File: src/rtl/wb_bus_tracer.sv
`default_nettype none
// +----------------------------------------------------------------------------+
// | Module  : wb_bus_tracer                                                    |
// | Purpose : Passive Wishbone B4 pipelined master-bus monitor. Each finished  |
// |           transaction goes into a trace FIFO. Firmware drains the FIFO     |
// |           through a 4-word Wishbone slave register port.                   |
// | Options : define WB_TRACER_IRQ_EN to build the registered trace interrupt  |
// | Rev     : 1.0  initial release                                             |
// +----------------------------------------------------------------------------+
module wb_bus_tracer #(
  parameter int DEPTH   = 16,
  parameter int TIMEOUT = 255
) (
  input  logic        clk,
  input  logic        rst,
  input  logic [31:0] mon_adr_i,
  input  logic [3:0]  mon_sel_i,
  input  logic        mon_we_i,
  input  logic        mon_cyc_i,
  input  logic        mon_stb_i,
  input  logic        mon_stall_i,
  input  logic        mon_ack_i,
  input  logic        mon_err_i,
  input  logic        wbs_cyc_i,
  input  logic        wbs_stb_i,
  input  logic        wbs_we_i,
  input  logic [1:0]  wbs_adr_i,
  input  logic [31:0] wbs_dat_i,
  output logic [31:0] wbs_dat_o,
  output logic        wbs_ack_o,
  output logic        wbs_stall_o,
  output logic        irq_o
);

  localparam int AW = $clog2(DEPTH);
  localparam int CW = AW + 1;
  localparam logic [0:0]    C_S_IDLE  = 1'b0;
  localparam logic [0:0]    C_S_BUSY  = 1'b1;
  localparam logic [15:0]   C_TIMEOUT = 16'(TIMEOUT);
  localparam logic [CW-1:0] C_DEPTH   = CW'(DEPTH);

  logic [0:0]    state_q, state_d;
  logic [31:0]   adr_q, adr_d;
  logic [3:0]    sel_q, sel_d;
  logic          we_q, we_d;
  logic [15:0]   lat_q, lat_d;
  logic          enable_q, enable_d;
  logic          overflow_q, overflow_d;
  logic          overlap_q, overlap_d;
  logic [15:0]   drops_q, drops_d;
  logic [AW-1:0] wr_ptr_q, wr_ptr_d;
  logic [AW-1:0] rd_ptr_q, rd_ptr_d;
  logic [CW-1:0] count_q, count_d;
  logic          ack_q, ack_d;
  logic [31:0]   dat_q, dat_d;
  logic [31:0]   fifo_a_q [DEPTH];
  logic [31:0]   fifo_b_q [DEPTH];

  logic          reg_req, ctrl_wr, clear, accept;
  logic          busy, done, start, overlap_hit;
  logic          st_err, st_abort, st_timeout;
  logic          pop, push, drop_full;
  logic [31:0]   entry_b;
  logic [8:0]    count_ext;
  logic [7:0]    count8;
  logic          unused_dat;

  assign reg_req     = wbs_cyc_i & wbs_stb_i;
  assign ctrl_wr     = reg_req & wbs_we_i & (wbs_adr_i == 2'd0);
  assign clear       = ctrl_wr & wbs_dat_i[1];
  assign accept      = enable_q & mon_cyc_i & mon_stb_i & ~mon_stall_i;
  assign wbs_stall_o = 1'b0;
  assign wbs_ack_o   = ack_q;
  assign wbs_dat_o   = dat_q;
  assign unused_dat  = &{1'b0, wbs_dat_i[31:2]};
  assign entry_b     = {lat_q, 8'h00, sel_q, we_q, st_abort, st_timeout, st_err};
  // A 256-deep FIFO holds 256 entries; the 8-bit status field saturates there
  assign count_ext   = 9'(count_q);
  assign count8      = count_ext[8] ? 8'hFF : count_ext[7:0];

  // FSM state register
  always_ff @(posedge clk or posedge rst) begin
    if (rst) state_q <= C_S_IDLE;
    else     state_q <= state_d;
  end

  // FSM next state: clear overrides; a same-cycle accept keeps us BUSY
  always_comb begin
    state_d = state_q;
    if (clear)      state_d = C_S_IDLE;
    else if (start) state_d = C_S_BUSY;
    else if (done)  state_d = C_S_IDLE;
  end

  // FSM outputs: completion cause (err > ack > abort > timeout), start, overlap
  always_comb begin
    busy        = (state_q == C_S_BUSY);
    done        = 1'b0;
    start       = 1'b0;
    overlap_hit = 1'b0;
    st_err      = 1'b0;
    st_abort    = 1'b0;
    st_timeout  = 1'b0;
    if (busy) begin
      st_err     = mon_err_i;
      st_abort   = ~mon_err_i & ~mon_ack_i & ~mon_cyc_i;
      st_timeout = ~mon_err_i & ~mon_ack_i & mon_cyc_i & (lat_q == C_TIMEOUT);
      done       = mon_err_i | mon_ack_i | ~mon_cyc_i | (lat_q == C_TIMEOUT);
    end
    if (!clear) begin
      start       = accept & (~busy | done);
      overlap_hit = accept & busy & ~done;
    end
  end

  // Transaction capture; latency reads 1 in the cycle after the accept
  always_comb begin
    adr_d = adr_q;
    sel_d = sel_q;
    we_d  = we_q;
    lat_d = lat_q;
    if (start) begin
      adr_d = mon_adr_i;
      sel_d = mon_sel_i;
      we_d  = mon_we_i;
      lat_d = 16'd1;
    end else if (busy) begin
      lat_d = lat_q + 16'd1;
    end
  end

  // FIFO bookkeeping: a pop frees a slot for a same-cycle push even when full
  always_comb begin
    pop        = reg_req & ~wbs_we_i & (wbs_adr_i == 2'd2) & (count_q != '0);
    push       = done & ~clear & ((count_q != C_DEPTH) | pop);
    drop_full  = done & ~clear & ~push;
    wr_ptr_d   = push ? wr_ptr_q + AW'(1) : wr_ptr_q;
    rd_ptr_d   = pop  ? rd_ptr_q + AW'(1) : rd_ptr_q;
    count_d    = count_q;
    case ({push, pop})
      2'b10:   count_d = count_q + CW'(1);
      2'b01:   count_d = count_q - CW'(1);
      default: count_d = count_q;
    endcase
    overflow_d = overflow_q | drop_full;
    overlap_d  = overlap_q | overlap_hit;
    drops_d    = drops_q;
    if ((drop_full | overlap_hit) && (drops_q != 16'hFFFF)) drops_d = drops_q + 16'd1;
    if (clear) begin
      wr_ptr_d   = '0;
      rd_ptr_d   = '0;
      count_d    = '0;
      overflow_d = 1'b0;
      overlap_d  = 1'b0;
      drops_d    = 16'd0;
    end
  end

  // Register port: single-cycle ack, read data registered alongside it
  always_comb begin
    enable_d = ctrl_wr ? wbs_dat_i[0] : enable_q;
    ack_d    = reg_req;
    dat_d    = 32'd0;
    if (reg_req && !wbs_we_i) begin
      case (wbs_adr_i)
        2'd0: dat_d = {16'd0, count8, 3'd0, busy, overlap_q, overflow_q, 1'b0, enable_q};
        2'd1: dat_d = (count_q != '0) ? fifo_a_q[rd_ptr_q] : 32'd0;
        2'd2: dat_d = (count_q != '0) ? fifo_b_q[rd_ptr_q] : 32'd0;
        default: dat_d = {16'd0, drops_q};
      endcase
    end
  end

  // Control and status flops
  always_ff @(posedge clk or posedge rst) begin
    if (rst) begin
      adr_q      <= 32'd0;
      sel_q      <= 4'd0;
      we_q       <= 1'b0;
      lat_q      <= 16'd0;
      enable_q   <= 1'b0;
      overflow_q <= 1'b0;
      overlap_q  <= 1'b0;
      drops_q    <= 16'd0;
      wr_ptr_q   <= '0;
      rd_ptr_q   <= '0;
      count_q    <= '0;
      ack_q      <= 1'b0;
      dat_q      <= 32'd0;
    end else begin
      adr_q      <= adr_d;
      sel_q      <= sel_d;
      we_q       <= we_d;
      lat_q      <= lat_d;
      enable_q   <= enable_d;
      overflow_q <= overflow_d;
      overlap_q  <= overlap_d;
      drops_q    <= drops_d;
      wr_ptr_q   <= wr_ptr_d;
      rd_ptr_q   <= rd_ptr_d;
      count_q    <= count_d;
      ack_q      <= ack_d;
      dat_q      <= dat_d;
    end
  end

  // Trace storage; contents are only meaningful below count, so no reset
  always_ff @(posedge clk) begin
    if (push) begin
      fifo_a_q[wr_ptr_q] <= adr_q;
      fifo_b_q[wr_ptr_q] <= entry_b;
    end
  end

`ifdef WB_TRACER_IRQ_EN
  localparam logic [CW-1:0] C_HALF = CW'(DEPTH / 2);
  logic irq_q, irq_d;

  // Interrupt when the FIFO is half full or something was lost
  always_comb irq_d = (count_q >= C_HALF) | overflow_q;

  // Interrupt register
  always_ff @(posedge clk or posedge rst) begin
    if (rst) irq_q <= 1'b0;
    else     irq_q <= irq_d;
  end

  assign irq_o = irq_q;
`else
  assign irq_o = 1'b0;
`endif

endmodule
`default_nettype wire

File: config.mk
export PLATFORM = sky130hd
export DESIGN_NAME = wb_bus_tracer
export DESIGN_NICKNAME = d
export VERILOG_FILES = /design/src/rtl/wb_bus_tracer.sv
export SDC_FILE = /design/constraint.sdc
export NUM_CORES = 1
export LEC_CHECK = 0
export ABC_CLOCK_PERIOD_IN_PS = 4500
export BUFFER_PORTS_ARGS = -buffer_cell sky130_fd_sc_hd__buf_2
export CAP_MARGIN = 20
export CORE_UTILIZATION = 50
export CTS_CLUSTER_DIAMETER = 30
export DETAILED_ROUTE_END_ITERATION = 16
export PLACE_DENSITY_LB_ADDON = 0.3
export SYNTH_ARGS = -nofsm -noshare
export SYNTH_HDL_FRONTEND = slang
export SYNTH_SLANG_ARGS = --single-unit
File: constraint.sdc
create_clock -name clk -period 4.5 [get_ports clk]
set_input_delay 0.225 -clock clk [delete_from_list [all_inputs] [get_ports clk]]
set_output_delay 0.225 -clock clk [all_outputs]
set_load 0.02 [all_outputs]
==> results of run 1 <==
==> flip-flops by register name, indices dropped and copies added, names as in the netlist, 4 cells and up <==
| signal | cells |
|---|---|
| count_q | 5 |
| drops_q | 16 |
| fifo_b_q | 384 |
| fifo_a_q | 512 |
| sel_q | 4 |
| wr_ptr_q | 4 |
| rd_ptr_q | 4 |
| wbs_dat_o | 32 |
| adr_q | 32 |
| lat_q | 16 |
==> power by group through the flow <==
stage / Clock (W) / Sequential [W] / Combinational (W)
floorplan: 0 / 0.0123 / 0.00327
global placement: 0 / 0.0127 / 0.00419
detailed placement: 0 / 0.0128 / 0.00423
CTS: 0.0138 / 0.0127 / 0.00432
global route: 0.0142 / 0.0128 / 0.00454
finish: 0.0136 / 0.0126 / 0.00425
==> tightest hold or removal path, stage by stage <==
cell,delay (ns)
buf_2,0.09
nand3b_1,0.09
buf_4,0.22
nor2_1,0.11
==> per-stage QoR <==
stage               power, W    util
CTS                  0.03074  0.6223
global placement     0.01691  0.5356
detailed placement   0.01706  0.5356
finish               0.03050  0.6223
global route         0.03149  0.6223
floorplan            0.01555       -
==> worst max-delay path by stage <==
stage	to	slack, ns	depth (start not counted)
final	fifo_a_q[5][1]$_DFFE_PP_	0.35	7
after global routing	fifo_a_q[9][31]$_DFFE_PP_	0.17	7
after CTS	fifo_a_q[9][31]$_DFFE_PP_	0.40	7
after detailed placement	fifo_b_q[9][7]$_DFFE_PP_	0.55	7
after global placement	fifo_a_q[5][27]$_DFFE_PP_	0.65	7
after floorplan	fifo_a_q[10][0]$_DFFE_PP_	0.81	6
==> cells in the final DEF (no fill, tap or decap), types with 21 or more instances in the layout <==
master and instances:
a21oi_1 28, buf_12 24, buf_2 83, buf_4 49, bufinv_16 23, clkbuf_1 23
clkbuf_16 178, clkinv_1 27, clkinv_2 21, dfrtp_1 115, dlygate4sd3_1 50, edfxtp_1 896
mux2_2 46, mux2i_1 29, mux4_2 253, nand2_1 36, nand3_1 21, nor2_1 51
o21ai_0 21
==> metal layers <==
metal	share of wire	global-route usage	up-vias
met2	0.50	0.3813	872
met4	0.023	0.07429	0
li1	-	-	8288
met1	0.41	0.3266	10648
met5	0	0	-
met3	0.069	0.04857	170
==> timing repair <==
item                                   in CTS  in global routing
hold buffers                               50                  0
setup buffers                               0                  0
resized for setup                           0                  0
endpoints found under the hold margin     146                  0
==> cells by family (layout without fill, tap and decap cells) <==
logic type               after synthesis  in the layout  share of synthesized area
AO/OA/AOI/OAI                        132            132                    0.02478
XOR/XNOR                              22             22                   0.004898
adder cells (fa/ha/maj)               11             11                   0.003690
buffers and inverters                104            549                    0.01190
flip-flops                          1015           1015                     0.7597
multiplexers                         330            330                     0.1660
other                                  1              2                 0.00009533
AND/OR/NAND/NOR                      210            210                    0.02901
==> layout make-up <==
cell class / count / area (um^2)
clock buffer: 209 / 4651
clock inverter: 124 / 1579
fill: 5260 / 29310
inverter: 10 / 42.54
multi-input combinational: 707 / 9050
sequential: 1015 / 29900
tap: 1040 / 1301
timing repair buffer: 206 / 1764
==> flow_summary_export.csv, run 1 <==
group,metric,value,unit
worst_hold_path,hold_class,"primary input to flop",
worst_setup_path,cp-start-kind,"flop",
layout,area_delta_synth_final,22.75,%
timing,finClkSkew,0.04514,ns
logic_synthesis,ys_warn_count,0,
global_route,grt_max_degree,79,
timing,period_share,0.9211,
route,via_count,19978,
timing,slew_violations,0,
route,drt_iter0_drc,1884,
worst_setup_path,reg2reg_slack,0.35,ns
timing,relSlewSlack,0.2329,
worst_setup_path,cp-startpoint,"lat_q[1]$_DFFE_PP0P_",
floorplanning,die_area,79800,um^2
worst_setup_path,max_stage_delay,0.70,ns
pwr,p_leak,16.22,nW
global_route,gr-total-overflow,0,
logic_synthesis,synthDistinctLibCells,63,
worst_setup_path,path_class,"flop to flop",
global_route,grt_use_total,0.2365,
pwr,clockPowerShare,0.447,
pwr,power_switching,0.007928,W
logic_synthesis,syn-cell-area,39340,um^2
placed_design,dpl-instance-area,41560,um^2
logic_synthesis,synth_edf_count,896,
route,drcViolationCount,0,
pwr,p_sw_frac,0.2599,
layout,fin_cells,3311,
floorplanning,start_util,0.5070,
logic_synthesis,syn_area_per_cell,21.55,um^2
route,ant_nets,0,
clock_tree,clkTransAtPathRegs,0.05,ns
worst_hold_path,hold_end,"wbs_dat_o[14]$_DFF_PP0_",
clock_tree,h-tree-depth,4,
worst_setup_path,path_buf_inv,1,
worst_setup_path,path_cells,"ha_1, nor4b_2, and4_1, o211ai_2, nor4b_1, and2_4, buf_12",
floorplanning,num_rows,102,
worst_setup_path,cp-end-kind,"flop",
logic_synthesis,yosysSeqAreaShare,0.7597,
placed_design,dp_hpwl,49.66,mm
logic_synthesis,synth_most_common_cell,"edfxtp_1",
placed_design,numPortBuffers,83,
global_route,grt_first_pass_wirelength,135.6,mm
route,vias_per_cell,6.034,
placed_design,placed_cells,2928,
pwr,pwr-share-comb,0.139,
logic_synthesis,synthTopCellsByArea,"edfxtp_1 68%, mux4_2 14%, dfrtp_1 7.6%",
logic_synthesis,synth_top_area_frac,0.6840,
timing,max_slew.worst_pin.slew,1.146,ns
clock_tree,cts.path.max_buffers,3,
logic_synthesis,synth_area_leader_cell,"edfxtp_1",
worst_setup_path,r2r_end,"fifo_a_q[5][1]$_DFFE_PP_",
logic_synthesis,ys_top_cells_by_count,"896 x edfxtp_1, 253 x mux4_2, 119 x dfrtp_1, 53 x nor2_1, 46 x mux2_2",
floorplanning,io_pins,116,
pwr,irDropWorstVdd,411.3,uV
worst_setup_path,crit_arrival,4.57,ns
pwr,power.density,631.7,nW/um^2
timing,setup_slack,0.3550,ns
logic_synthesis,synthCells,1825,
timing,fmax,0.2413,GHz
timing,setup_tns,0,ns
layout,layout.nets,2209,
logic_synthesis,ys_ff_latch,1015,
route,drtPass1Iterations,6,
layout,final_area,48290,um^2
clock_tree,cts.sinks,1015,
global_route,first_global_vias,21012,
clock_tree,cts_tree,"built",
placed_design,place.gp.congestion,0.8321,
clock_tree,clock-root-buffer,"clkbuf_16",
layout,antenna_cells,0,
placed_design,place_ws,0.5539,ns
timing,period_needed,4.145,ns
global_route,antenna_found_initial,2,
timing,fin_hold_ws,0.04676,ns
pwr,intPower,0.02258,W
route,wirelength,91.22,mm
run,maxCapViolCount,0,
worst_setup_path,path_delay_family,"simple AND/OR/NAND/NOR gates",
layout,drive_gt1_frac,0.3417,
logic_synthesis,async_reset_ff_frac,0.1172,
status,status,"complete, no violations",
floorplanning,fp.dieH,282.5,um
timing,hold_viol,0,
clock_tree,clk_latency,0.76,ns
floorplanning,core_area,77590,um^2
route,post_drt_wl_per_cell,27.55,um
pwr,p_seq_frac,0.414,
worst_setup_path,critPathMaxFanout,25,
floorplanning,die_w,282.5,um
worst_hold_path,min_path_cells,4,
worst_setup_path,required,4.93,ns
timing,rsz0062_at_grt,"no",
worst_setup_path,reg2regPathDepth,7,
worst_setup_path,r2r_start,"lat_q[1]$_DFFE_PP0P_",
clock_tree,cts-buffers-inserted,177,
worst_hold_path,hp-start,"wbs_stb_i",
logic_synthesis,synth_flop_cell,"edfxtp_1",
worst_setup_path,worst_path_max_delay_cell,"nor4b_1",
timing,final-setup-viol-count,0,
Note: power is estimated with default switching activity, not from simulation.
==> run 2, diff against run 1 <==
--- a/config.mk
+++ b/config.mk
@@ -14,2 +14,3 @@
 export PLACE_DENSITY_LB_ADDON = 0.3
+export REMOVE_ABC_BUFFERS = 1
 export SYNTH_ARGS = -nofsm -noshare
--- a/constraint.sdc
+++ b/constraint.sdc
@@ -3,2 +3,2 @@
 set_output_delay 0.225 -clock clk [all_outputs]
-set_load 0.02 [all_outputs]
+set_load 0.1 [all_outputs]
==> flow_summary_export.csv, run 2 (synthesized netlist as in run 1, its figures left out) <==
group,metric,value,unit
floorplanning,die_w,282.5,um
floorplanning,io_pins,116,
pwr,clockPowerShare,0.444,
worst_setup_path,cp-start-kind,"flop",
timing,finClkSkew,0.02589,ns
pwr,power.density,632.2,nW/um^2
global_route,grt_use_total,0.2321,
floorplanning,core_area,77590,um^2
floorplanning,num_rows,102,
clock_tree,cts_setup_buffers,0,
global_route,grt_max_degree,81,
pwr,p_seq_frac,0.414,
clock_tree,cts_tree,"built",
clock_tree,cts-buffers-inserted,181,
pwr,intPower,0.02253,W
route,vias_per_cell,5.965,
timing,hold_viol,0,
global_route,antenna_found_initial,0,
pwr,p_sw_frac,0.2608,
worst_setup_path,critPathMaxFanout,26,
global_route,gr-total-overflow,0,
clock_tree,cts_hold_buf,49,
layout,area_delta_synth_final,22.55,%
timing,slew_violations,0,
placed_design,dp_hpwl,47.76,mm
clock_tree,cts_resized,0,
worst_hold_path,hold_class,"primary input to flop",
clock_tree,clkTransAtPathRegs,0.05,ns
worst_setup_path,required,4.91,ns
floorplanning,fp.dieH,282.5,um
pwr,p_leak,16.18,nW
route,post_drt_wl_per_cell,26.94,um
route,drtPass1Iterations,6,
timing,relSlewSlack,0.2916,
route,wirelength,89.17,mm
timing,rsz0062_at_grt,"no",
worst_setup_path,path_class,"flop to flop",
layout,layout_common_cells,"896 x edfxtp_1, 253 x mux4_2, 188 x clkbuf_16",
pwr,power_switching,0.007949,W
clock_tree,cts.sinks,1015,
layout,top_register,"fifo_a_q",
timing,max_slew.worst_pin.slew,1.063,ns
floorplanning,start_util,0.5070,
placed_design,place_ws,0.5598,ns
clock_tree,cts.path.max_buffers,3,
route,drcViolationCount,0,
global_route,grt_first_pass_wirelength,133.0,mm
layout,largestRegisters,"fifo_a_q: 512 flops, fifo_b_q: 384 flops",
layout,largest_register_ffs,512,
timing,fin_hold_ws,0.07782,ns
worst_setup_path,crit_arrival,4.43,ns
clock_tree,h-tree-depth,4,
layout,drive_gt1_frac,0.3507,
timing,fmax,0.2489,GHz
route,ant_nets,0,
layout,layout_commonest_cell,"edfxtp_1",
pwr,pwr-share-comb,0.142,
clock_tree,clock-root-buffer,"clkbuf_16",
run,maxCapViolCount,0,
layout,utilization,0.6213,
placed_design,numPortBuffers,83,
timing,setup_slack,0.4829,ns
clock_tree,clk_latency,0.74,ns
layout,layout.nets,2203,
timing,final-setup-viol-count,0,
status,status,"complete, no violations",
route,drt_iter0_drc,1944,
floorplanning,die_area,79800,um^2
route,via_count,19744,
pwr,irDropWorstVdd,298.1,uV
placed_design,place.gp.congestion,0.8047,
timing,period_share,0.8927,
global_route,first_global_vias,20644,
layout,antenna_cells,0,
worst_setup_path,cp-end-kind,"flop",
timing,period_needed,4.017,ns
==> run 2: final cells by class <==
| type | count | area [um^2] |
|---|---|---|
| Clock buffer | 213 | 4878 |
| Multi-Input combinational cell | 707 | 9050 |
| Tap cell | 1040 | 1301 |
| Fill cell | 5316 | 29390 |
| Clock inverter | 129 | 1325 |
| Sequential cell | 1015 | 29900 |
| Inverter | 10 | 42.54 |
| Timing Repair Buffer | 196 | 1712 |
==> run 2: stage by stage <==
step | area (um^2) | TNS [ns] | total power, W | cells
after CTS | 48210 | 0 | 0.03074 | 3310
final | 48210 | 0 | 0.03048 | 3310
after floorplan | 38910 | -145.12 | 0.01585 | 1732
after detailed placement | 41510 | 0 | 0.01714 | 2919
after global routing | 48210 | 0 | 0.03151 | 3310
after global placement | 41510 | 0 | 0.01698 | 2919
==> run 2: worst max-delay path: stages, from the launching register on <==
cell and delay [ns]:
dfrtp_1 0.66, ha_1 0.32, nor4b_2 0.28, and4_1 0.48, o211ai_2 0.29, nor4b_1 0.65, and2_4 0.69, buf_4 0.31
==> run 2: worst paths after layout <==
path	start	end	slack, ns	cells after the start
worst max-delay path	lat_q[1]$_DFFE_PP0P_	fifo_b_q[11][14]$_DFFE_PP_	0.48	7
worst min-delay path	mon_stall_i	busy$_DFFE_PP0P_	0.08	3
worst max register to register	lat_q[1]$_DFFE_PP0P_	fifo_b_q[11][14]$_DFFE_PP_	0.48	7
worst min register to register	overlap_q$_DFF_PP0_	overlap_q$_DFF_PP0_	0.52	2
max in group asynchronous	rst	rd_ptr_q[1]$_DFFE_PP0P_	3.50	4
min in group asynchronous	rst	adr_q[17]$_DFFE_PP0P_	0.17	3
==> run 2: power groups by stage <==
stage / combinational (W) / clock [W] / sequential [W]
floorplan: 0.00299 / 0 / 0.0129
global placement: 0.00425 / 0 / 0.0127
detailed placement: 0.00430 / 0 / 0.0128
CTS: 0.00437 / 0.0137 / 0.0126
global route: 0.00460 / 0.0141 / 0.0128
finish: 0.00431 / 0.0135 / 0.0126
==> run 2: layer usage <==
| layer | vias to the layer above | wire [um] | track usage |
|---|---|---|---|
| met3 | 165 | 6968 | 0.05327 |
| met5 | - | 0 | 0 |
| li1 | 8296 | - | - |
| met4 | 0 | 2149 | 0.07554 |
| met2 | 852 | 43850 | 0.3704 |
| met1 | 10431 | 36200 | 0.3188 |
